## config.mk

```make
export PLATFORM = sky130hd
export DESIGN_NAME = usb_bit_stuffer
export DESIGN_NICKNAME = d
export VERILOG_FILES = /design/src/rtl/usb_pkg.sv /design/src/rtl/usb_bit_stuffer_fsm.sv /design/src/rtl/usb_bit_stuffer.sv
export SDC_FILE = /design/constraint.sdc
export NUM_CORES = 1
export LEC_CHECK = 0
export ABC_AREA = 1
export CORE_AREA = 2 2 39 41
export CTS_CLUSTER_DIAMETER = 80
export CTS_CLUSTER_SIZE = 8
export DETAILED_ROUTE_END_ITERATION = 16
export DIE_AREA = 0 0 41 43
export PLACE_DENSITY = 0.43
export SLEW_MARGIN = 10
export SYNTH_ARGS = -nofsm -noshare
export SYNTH_HDL_FRONTEND = slang
export SYNTH_HIERARCHICAL = 1
export SYNTH_SLANG_ARGS = --single-unit
```

## constraint.sdc

```tcl
create_clock -name clock -period 1.1 [get_ports clock]
set_input_delay 0.165 -clock clock [delete_from_list [all_inputs] [get_ports clock]]
set_output_delay 0.165 -clock clock [all_outputs]
set_load 0.005 [all_outputs]
```

## src/rtl/usb_pkg.sv

```systemverilog
// Shared USB controller definitions: bit-stuffer run length and FSM state encoding.
package usb_pkg;

  localparam int unsigned BS_MAX_ONES = 6;

  typedef enum logic [1:0] {
    BS_IDLE,
    BS_SEND,
    BS_STUFF
  } bs_state_t;

endpackage

```

## src/rtl/usb_bit_stuffer_fsm.sv

```systemverilog
// Bit-stuffer control: tracks the run of consecutive 1s and schedules one stuffed 0
// after every MAX_ONES of them. Outputs are combinational from state and inputs.
module usb_bit_stuffer_fsm
  import usb_pkg::*;
#(
  parameter int unsigned MAX_ONES = BS_MAX_ONES
) (
  input  logic clock,
  input  logic reset,
  input  logic in_bit,
  input  logic in_sending,
  output logic bs_sending,
  output logic pause,
  output logic pass_bit
);

  localparam int unsigned CW = $clog2(MAX_ONES + 1);

  bs_state_t       state;
  bs_state_t       state_next;
  logic [CW-1:0]   ones_cnt;
  logic [CW-1:0]   cnt_next;
  logic [CW-1:0]   cnt_inc;

  // Counter never exceeds MAX_ONES-1 when registered, so the increment cannot overflow CW.
  assign cnt_inc = ones_cnt + CW'(1);

  // State and run counter; reset drops any pending stuff bit.
  always_ff @(posedge clock) begin
    if (reset) begin
      state    <= BS_IDLE;
      ones_cnt <= '0;
    end else begin
      state    <= state_next;
      ones_cnt <= cnt_next;
    end
  end

  // Next state, counter update and output decode.
  always_comb begin
    state_next = state;
    cnt_next   = ones_cnt;
    bs_sending = 1'b0;
    pause      = 1'b0;
    pass_bit   = 1'b0;

    case (state)
      // IDLE holds a cleared counter, so it shares the pass-through path with SEND.
      BS_IDLE, BS_SEND: begin
        if (in_sending) begin
          bs_sending = 1'b1;
          pass_bit   = 1'b1;
          if (!in_bit) begin
            cnt_next   = '0;
            state_next = BS_SEND;
          end else if (cnt_inc == CW'(MAX_ONES)) begin
            cnt_next   = '0;
            state_next = BS_STUFF;
          end else begin
            cnt_next   = cnt_inc;
            state_next = BS_SEND;
          end
        end else begin
          cnt_next   = '0;
          state_next = BS_IDLE;
        end
      end

      // Stuffed 0 is emitted even if the packet just ended.
      BS_STUFF: begin
        bs_sending = 1'b1;
        pause      = 1'b1;
        cnt_next   = '0;
        state_next = in_sending ? BS_SEND : BS_IDLE;
      end

      default: begin
        cnt_next   = '0;
        state_next = BS_IDLE;
      end
    endcase
  end

endmodule

```

## src/rtl/usb_bit_stuffer.sv

```systemverilog
// Transmit-path bit stuffer: zero-latency pass-through with a 0 inserted after
// every MAX_ONES consecutive 1s; feeds the NRZI encoder.
module usb_bit_stuffer
  import usb_pkg::*;
#(
  parameter int unsigned MAX_ONES = BS_MAX_ONES
) (
  input  logic clock,
  input  logic reset,
  input  logic in_bit,
  input  logic in_sending,
  output logic out_bit,
  output logic bs_sending,
  output logic pause
);

  logic pass_bit;

  usb_bit_stuffer_fsm #(
    .MAX_ONES (MAX_ONES)
  ) u_fsm (
    .clock      (clock),
    .reset      (reset),
    .in_bit     (in_bit),
    .in_sending (in_sending),
    .bs_sending (bs_sending),
    .pause      (pause),
    .pass_bit   (pass_bit)
  );

  // Output mux: upstream bit while passing through, constant 0 otherwise.
  assign out_bit = pass_bit ? in_bit : 1'b0;

endmodule

```

Yosys cells after proc, flatten, opt, wreduce, memory -nomap -nowiden
Index checks and enable logic that the tools add are counted.
W data, S select, Z words.
{"block": "classes", "n_eq_ne": 3, "n_mux": 10, "bitwise_logic": 3, "n_reduce_logical": 3, "n_addsub": 1}
{"op": "$mux W2", "count": 3}
{"op": "$mux W1", "count": 5}
{"op": "$reduce_or A5 Y1", "count": 1}
{"op": "$pmux W2 S2", "count": 1}
{"op": "$add A3 B1 Y3 const B", "count": 1}
{"op": "$eq A3 B3 Y1 const B", "count": 1}
{"op": "$not A1 Y1", "count": 3}
{"op": "$eq A2 B1 Y1 const B", "count": 1}
{"op": "$eq A2 B2 Y1 const B", "count": 1}
{"op": "$logic_not A2 Y1", "count": 1}
{"op": "$pmux W1 S2", "count": 1}
{"op": "$reduce_or A2 Y1", "count": 1}
{"block": "totals", "wordCells": 22, "out_inout_bits": 3, "register_bits": 5}

Depth between registers and ports, before layout
{"block": "logic_depth", "ltp_word": 6, "ltp_mapped": 6}

Cells and area by module
The synthesis kept the hierarchy.
{"mod": "usb_bit_stuffer_fsm", "cells_each": 36, "instances": 1, "area_each_um2": 275.3}
{"mod": "usb_bit_stuffer", "cells_each": 2, "instances": 1, "area_each_um2": 7.5}

Worst setup path before layout
Ideal clock, no wire load.
{"block": "synth_timing", "path_kind": "register to register", "startpoint": "reg u_fsm.ones_cnt[0]", "endpoint": "reg u_fsm.state[0]", "arrival_time_ps": 841, "stages_incl_launch_ff": 7, "n_path_buf": 0, "t_required_ps": 985, "path_slack_ps": 144, "cell_sequence": "dfxtp_1 ha_1 inv_1 nand2_2 nand3_2 nor2_1 nor2_1"}
{"block": "synth_via", "elab_chain_cells": 6}
{"element": "start, declared", "line": "usb_bit_stuffer_fsm.sv:21", "source": "logic [CW-1:0] ones_cnt;"}
{"element": "start signal, assigned", "line": "usb_bit_stuffer_fsm.sv:35", "source": "ones_cnt <= cnt_next;"}
{"element": "$add A3 B1 Y3", "line": "usb_bit_stuffer_fsm.sv:26", "source": "assign cnt_inc = ones_cnt + CW'(1);"}
{"element": "$eq A3 B3 Y1", "line": "usb_bit_stuffer_fsm.sv:56", "source": "end else if (cnt_inc == CW'(MAX_ONES)) begin"}
{"element": "$mux W2", "line": "usb_bit_stuffer_fsm.sv:56"}
{"element": "$mux W2", "line": "usb_bit_stuffer_fsm.sv:53", "source": "if (!in_bit) begin"}
{"element": "$mux W2", "line": "usb_bit_stuffer_fsm.sv:50", "source": "if (in_sending) begin"}
{"element": "$pmux W2 S2", "line": "usb_bit_stuffer_fsm.sv:47", "source": "case (state)"}
{"element": "end signal, assigned", "line": "usb_bit_stuffer_fsm.sv:34", "source": "state <= state_next;"}
{"element": "end, declared", "line": "usb_bit_stuffer_fsm.sv:19", "source": "bs_state_t state;"}
Every way passes these cells.
A chain may end at the register's enable or synchronous reset.

Worst setup path after layout
{"block": "layout_timing", "startpoint": "reg u_fsm.state[1]", "endpoint": "out out_bit"}
{"block": "layout_via", "elab_chain_cells": 4, "elab_cells_between_ends": 5}
{"element": "$eq A2 B1 Y1 / $logic_not A2 Y1 (equally long branches)", "line": "usb_bit_stuffer_fsm.sv:47"}
{"element": "$reduce_or A2 Y1 (*)", "line": "usb_bit_stuffer_fsm.sv:47"}
{"element": "$mux W1 (*)", "line": "usb_bit_stuffer_fsm.sv:47"}
{"element": "net pass_bit", "line": "usb_bit_stuffer.sv:17", "source": "logic pass_bit;"}
{"element": "$mux W1 (*)", "line": "usb_bit_stuffer.sv:32", "source": "assign out_bit = pass_bit ? in_bit : 1'b0;"}
{"element": "end, declared", "line": "usb_bit_stuffer.sv:12", "source": "output logic out_bit,"}
Mark *: on every way through the listed nets, which the timed path passes. The rest lies on a longest branch.

==> flow_summary.json <==
{
  "root_buffer": "clkbuf_4",
  "htreeDepth": 1,
  "fin_crit_sh_pct": 99.0,
  "synthesis.nets": 44,
  "synth_cells": 38,
  "die_x_um": 41,
  "ant_nets": 0,
  "post-route-util_pct": 30.9,
  "initial_utilization_pct": 20.4,
  "post-route-min-period_ns": 1.09,
  "use_met1_pct": 9.71,
  "p_per_area_nw_per_um2": 1060,
  "use_met2_pct": 8.75,
  "row_count": 14,
  "vias": 255,
  "cts_buffer_depth": 2,
  "synthTopCellsByCount": "inv_1 (8), nand2_1 (6), dfxtp_1 (5), nor2_1 (5), nand2_2 (3)",
  "drive_above_1_share_pct": 47.2,
  "power_frac_clock_pct": 47.5,
  "wl_per_cell_um": 6.94,
  "ff2ff_setup_slack_ns": 0.10,
  "status": "finished clean",
  "whs_path_depth": 4,
  "startpoint_type": "flip-flop",
  "seqPwrFrac_pct": 41.4,
  "totalWireLength_um": 479,
  "grt_max_degree": 5,
  "setup_viol": 0,
  "holdPathEnd": "u_fsm/state[1]",
  "comb_power_share_pct": 11.0,
  "synthToLayoutAreaGrowth_pct": 51.3,
  "cts_made_buffers": 3,
  "p_switching_mw": 0.101,
  "async_flop_share_pct": 0,
  "critical_path.slowest_cell": "dfxtp_2",
  "ys_ff_latch": 5,
  "worstHoldStart": "in_sending",
  "rr_worst_depth": 7,
  "yosys_warnings": 6,
  "max_stage_delay_ns": 0.32,
  "clock_latency_ns": 0.24,
  "yosys.area.top_type": "dfxtp_1",
  "tightestPinTransition_ns": 0.123,
  "place.port_buffers": 6,
  "ys.flop_type": "dfxtp_1",
  "grt_pass1_vias": 240,
  "p_sw_share_pct": 22.3,
  "top_usage_layer": "met1",
  "critPathKind": "reg -> out",
  "synth_top_area_share_pct": 35.4,
  "core_um2": 1380,
  "arrival_ns": 0.92,
  "drc": 0,
  "setup-tns-final_ns": 0,
  "r2r_start": "u_fsm/state[1]",
  "placedCellCount": 63,
  "cp-end-kind": "primary output",
  "clock_skew_ns": 0.00299,
  "detailed_place_hpwl_um": 371,
  "netlist-cell-type-count": 14,
  "die_area_um2": 1760,
  "fin_nets": 60,
  "syn_area_per_cell_um2": 7.44,
  "drv_slew": 0,
  "grt_overflow": 0,
  "cts_tree": "built",
  "gp_congestion": 0.682,
  "drv_cap": 0,
  "vias_per_cell": 3.70,
  "synth_edf_count": 0,
  "pre_cts_slack_ns": -0.419,
  "drt_first_pass_iters": 2,
  "stdcell_count": 69,
  "rsz0062_at_grt": "yes",
  "yosysMostFrequentCell": "inv_1",
  "timing.final.ws_setup_ns": 0.0111,
  "grt_util_all_layers_pct": 8.45,
  "clk_pin_slew_worst_paths_ns": 0.04,
  "globalRouteMet3Util_pct": 8.90,
  "n_antenna_cell": 0,
  "internal-power_mw": 0.351,
  "drt_iter0_drc": 1,
  "antenna_found_initial": 0,
  "cp_max_fo": 3,
  "grt_pass1_wl_um": 897,
  "relSlewSlack_pct": 91.7,
  "cp_cell_sequence": "buf_6 -> nor2_4 -> nand2_1 -> inv_1 -> buf_2",
  "hp-class": "in -> reg",
  "hold_viol": 0,
  "die_y_um": 43,
  "power_leakage_nw": 0.212,
  "synth_area_leaders": "dfxtp_1 (35%), inv_1 (11%), ha_1 (8.8%)",
  "ys_seq_area_share_pct": 35.4,
  "required_ns": 0.94,
  "rr_endpoint": "u_fsm/ones_cnt[0]",
  "cts.sinks": 5,
  "fmax_mhz": 918,
  "synthesis.area_um2": 283,
  "ir_worst_vdd_mv": 0.476,
  "io_pins": 7
}
worst max-delay path, delay by kind of cell (launching register included):
family / cells / cell delay (ns)
flip-flops: 1 / 0.32
buffers and inverters: 3 / 0.26
AND/OR/NAND/NOR: 2 / 0.11
state kept, by name (all words and copies together) (netlist names):
signal	count
u_fsm/ones_cnt	3
u_fsm/state	2
per-stage QoR:
step / power [mW] / hold WS [ns] / instance area (um2)
after global routing: 0.489 / 0.520 / 428
final: 0.452 / 0.501 / 428
after CTS: 0.461 / 0.500 / 415
after global placement: 0.243 / 0.515 / 385
after detailed placement: 0.242 / 0.511 / 385
after floorplan: 0.212 / 0.323 / 283
kinds of logic (layout without fill, tap and decap cells):
logic type | after synthesis | after routing | share of synthesized area, %
buffers and inverters | 10 | 25 | 13.3
adder cells (fa/ha/maj) | 2 | 2 | 8.85
AO/OA/AOI/OAI | 2 | 2 | 4.42
flip-flops | 5 | 5 | 35.4
AND/OR/NAND/NOR | 19 | 19 | 38.1
final cells by class:
| class | count | area, um2 |
|---|---|---|
| inverter | 10 | 37.5 |
| sequential | 5 | 101 |
| multi-input combinational | 23 | 158 |
| timing repair buffer | 11 | 85.1 |
| clock buffer | 4 | 26.3 |
| tap | 16 | 20.0 |
| fill | 153 | 956 |
metal layers:
metal	routed length (um)	part of all wire (%)
met1	216	45
met2	214	45
met3	48	10
met4	0	0
met5	0	0
what timing repair did:
| item | CTS | global route |
|---|---|---|
| hold endpoints to repair | 0 | 0 |
| resized for setup | 16 | 4 |
| pin swaps | 3 | 0 |
| hold buffers | 0 | 0 |
| setup buffers | 1 | 1 |
| endpoints found under the setup margin | 3 | 5 |
worst max-delay path by stage:
stage,from,to,slack [ns]
finish,u_fsm/state[1],out_bit,0.01
floorplan,u_fsm/ones_cnt[0],u_fsm/state[0],0.14
global placement,in_sending,out_bit,-0.43
global route,u_fsm/state[1],out_bit,-0.06
CTS,u_fsm/state[1],out_bit,-0.01
detailed placement,in_sending,out_bit,-0.42
placed cells by master, fill, tap and decap left out:
master           count
buf_2                2
buf_4                4
buf_6                1
clkbuf_1             1
clkbuf_2             1
clkbuf_4             3
clkdlybuf4s50_1      2
dfxtp_1              4
dfxtp_2              1
dlygate4sd2_1        1
ha_1                 1
ha_2                 1
inv_1                7
inv_2                3
nand2_1              6
nand2_2              3
nand2_4              1
nand3_1              1
nand3_2              1
nor2_1               3
nor2_2               1
nor2_4               2
nor3_2               1
o21ai_1              1
o21bai_1             1
power by group through the flow:
| stage | Combinational (mW) | Sequential, mW | Clock [mW] |
|---|---|---|---|
| 2_1_floorplan | 0.0220 | 0.190 | 0 |
| 3_3_place_gp | 0.0524 | 0.190 | 0 |
| 3_5_place_dp | 0.0518 | 0.190 | 0 |
| 4_1_cts | 0.0487 | 0.187 | 0.225 |
| 5_1_grt | 0.0561 | 0.187 | 0.247 |
| 6_report | 0.0498 | 0.187 | 0.215 |
No activity file was read; power rests on OpenSTA's default activity.
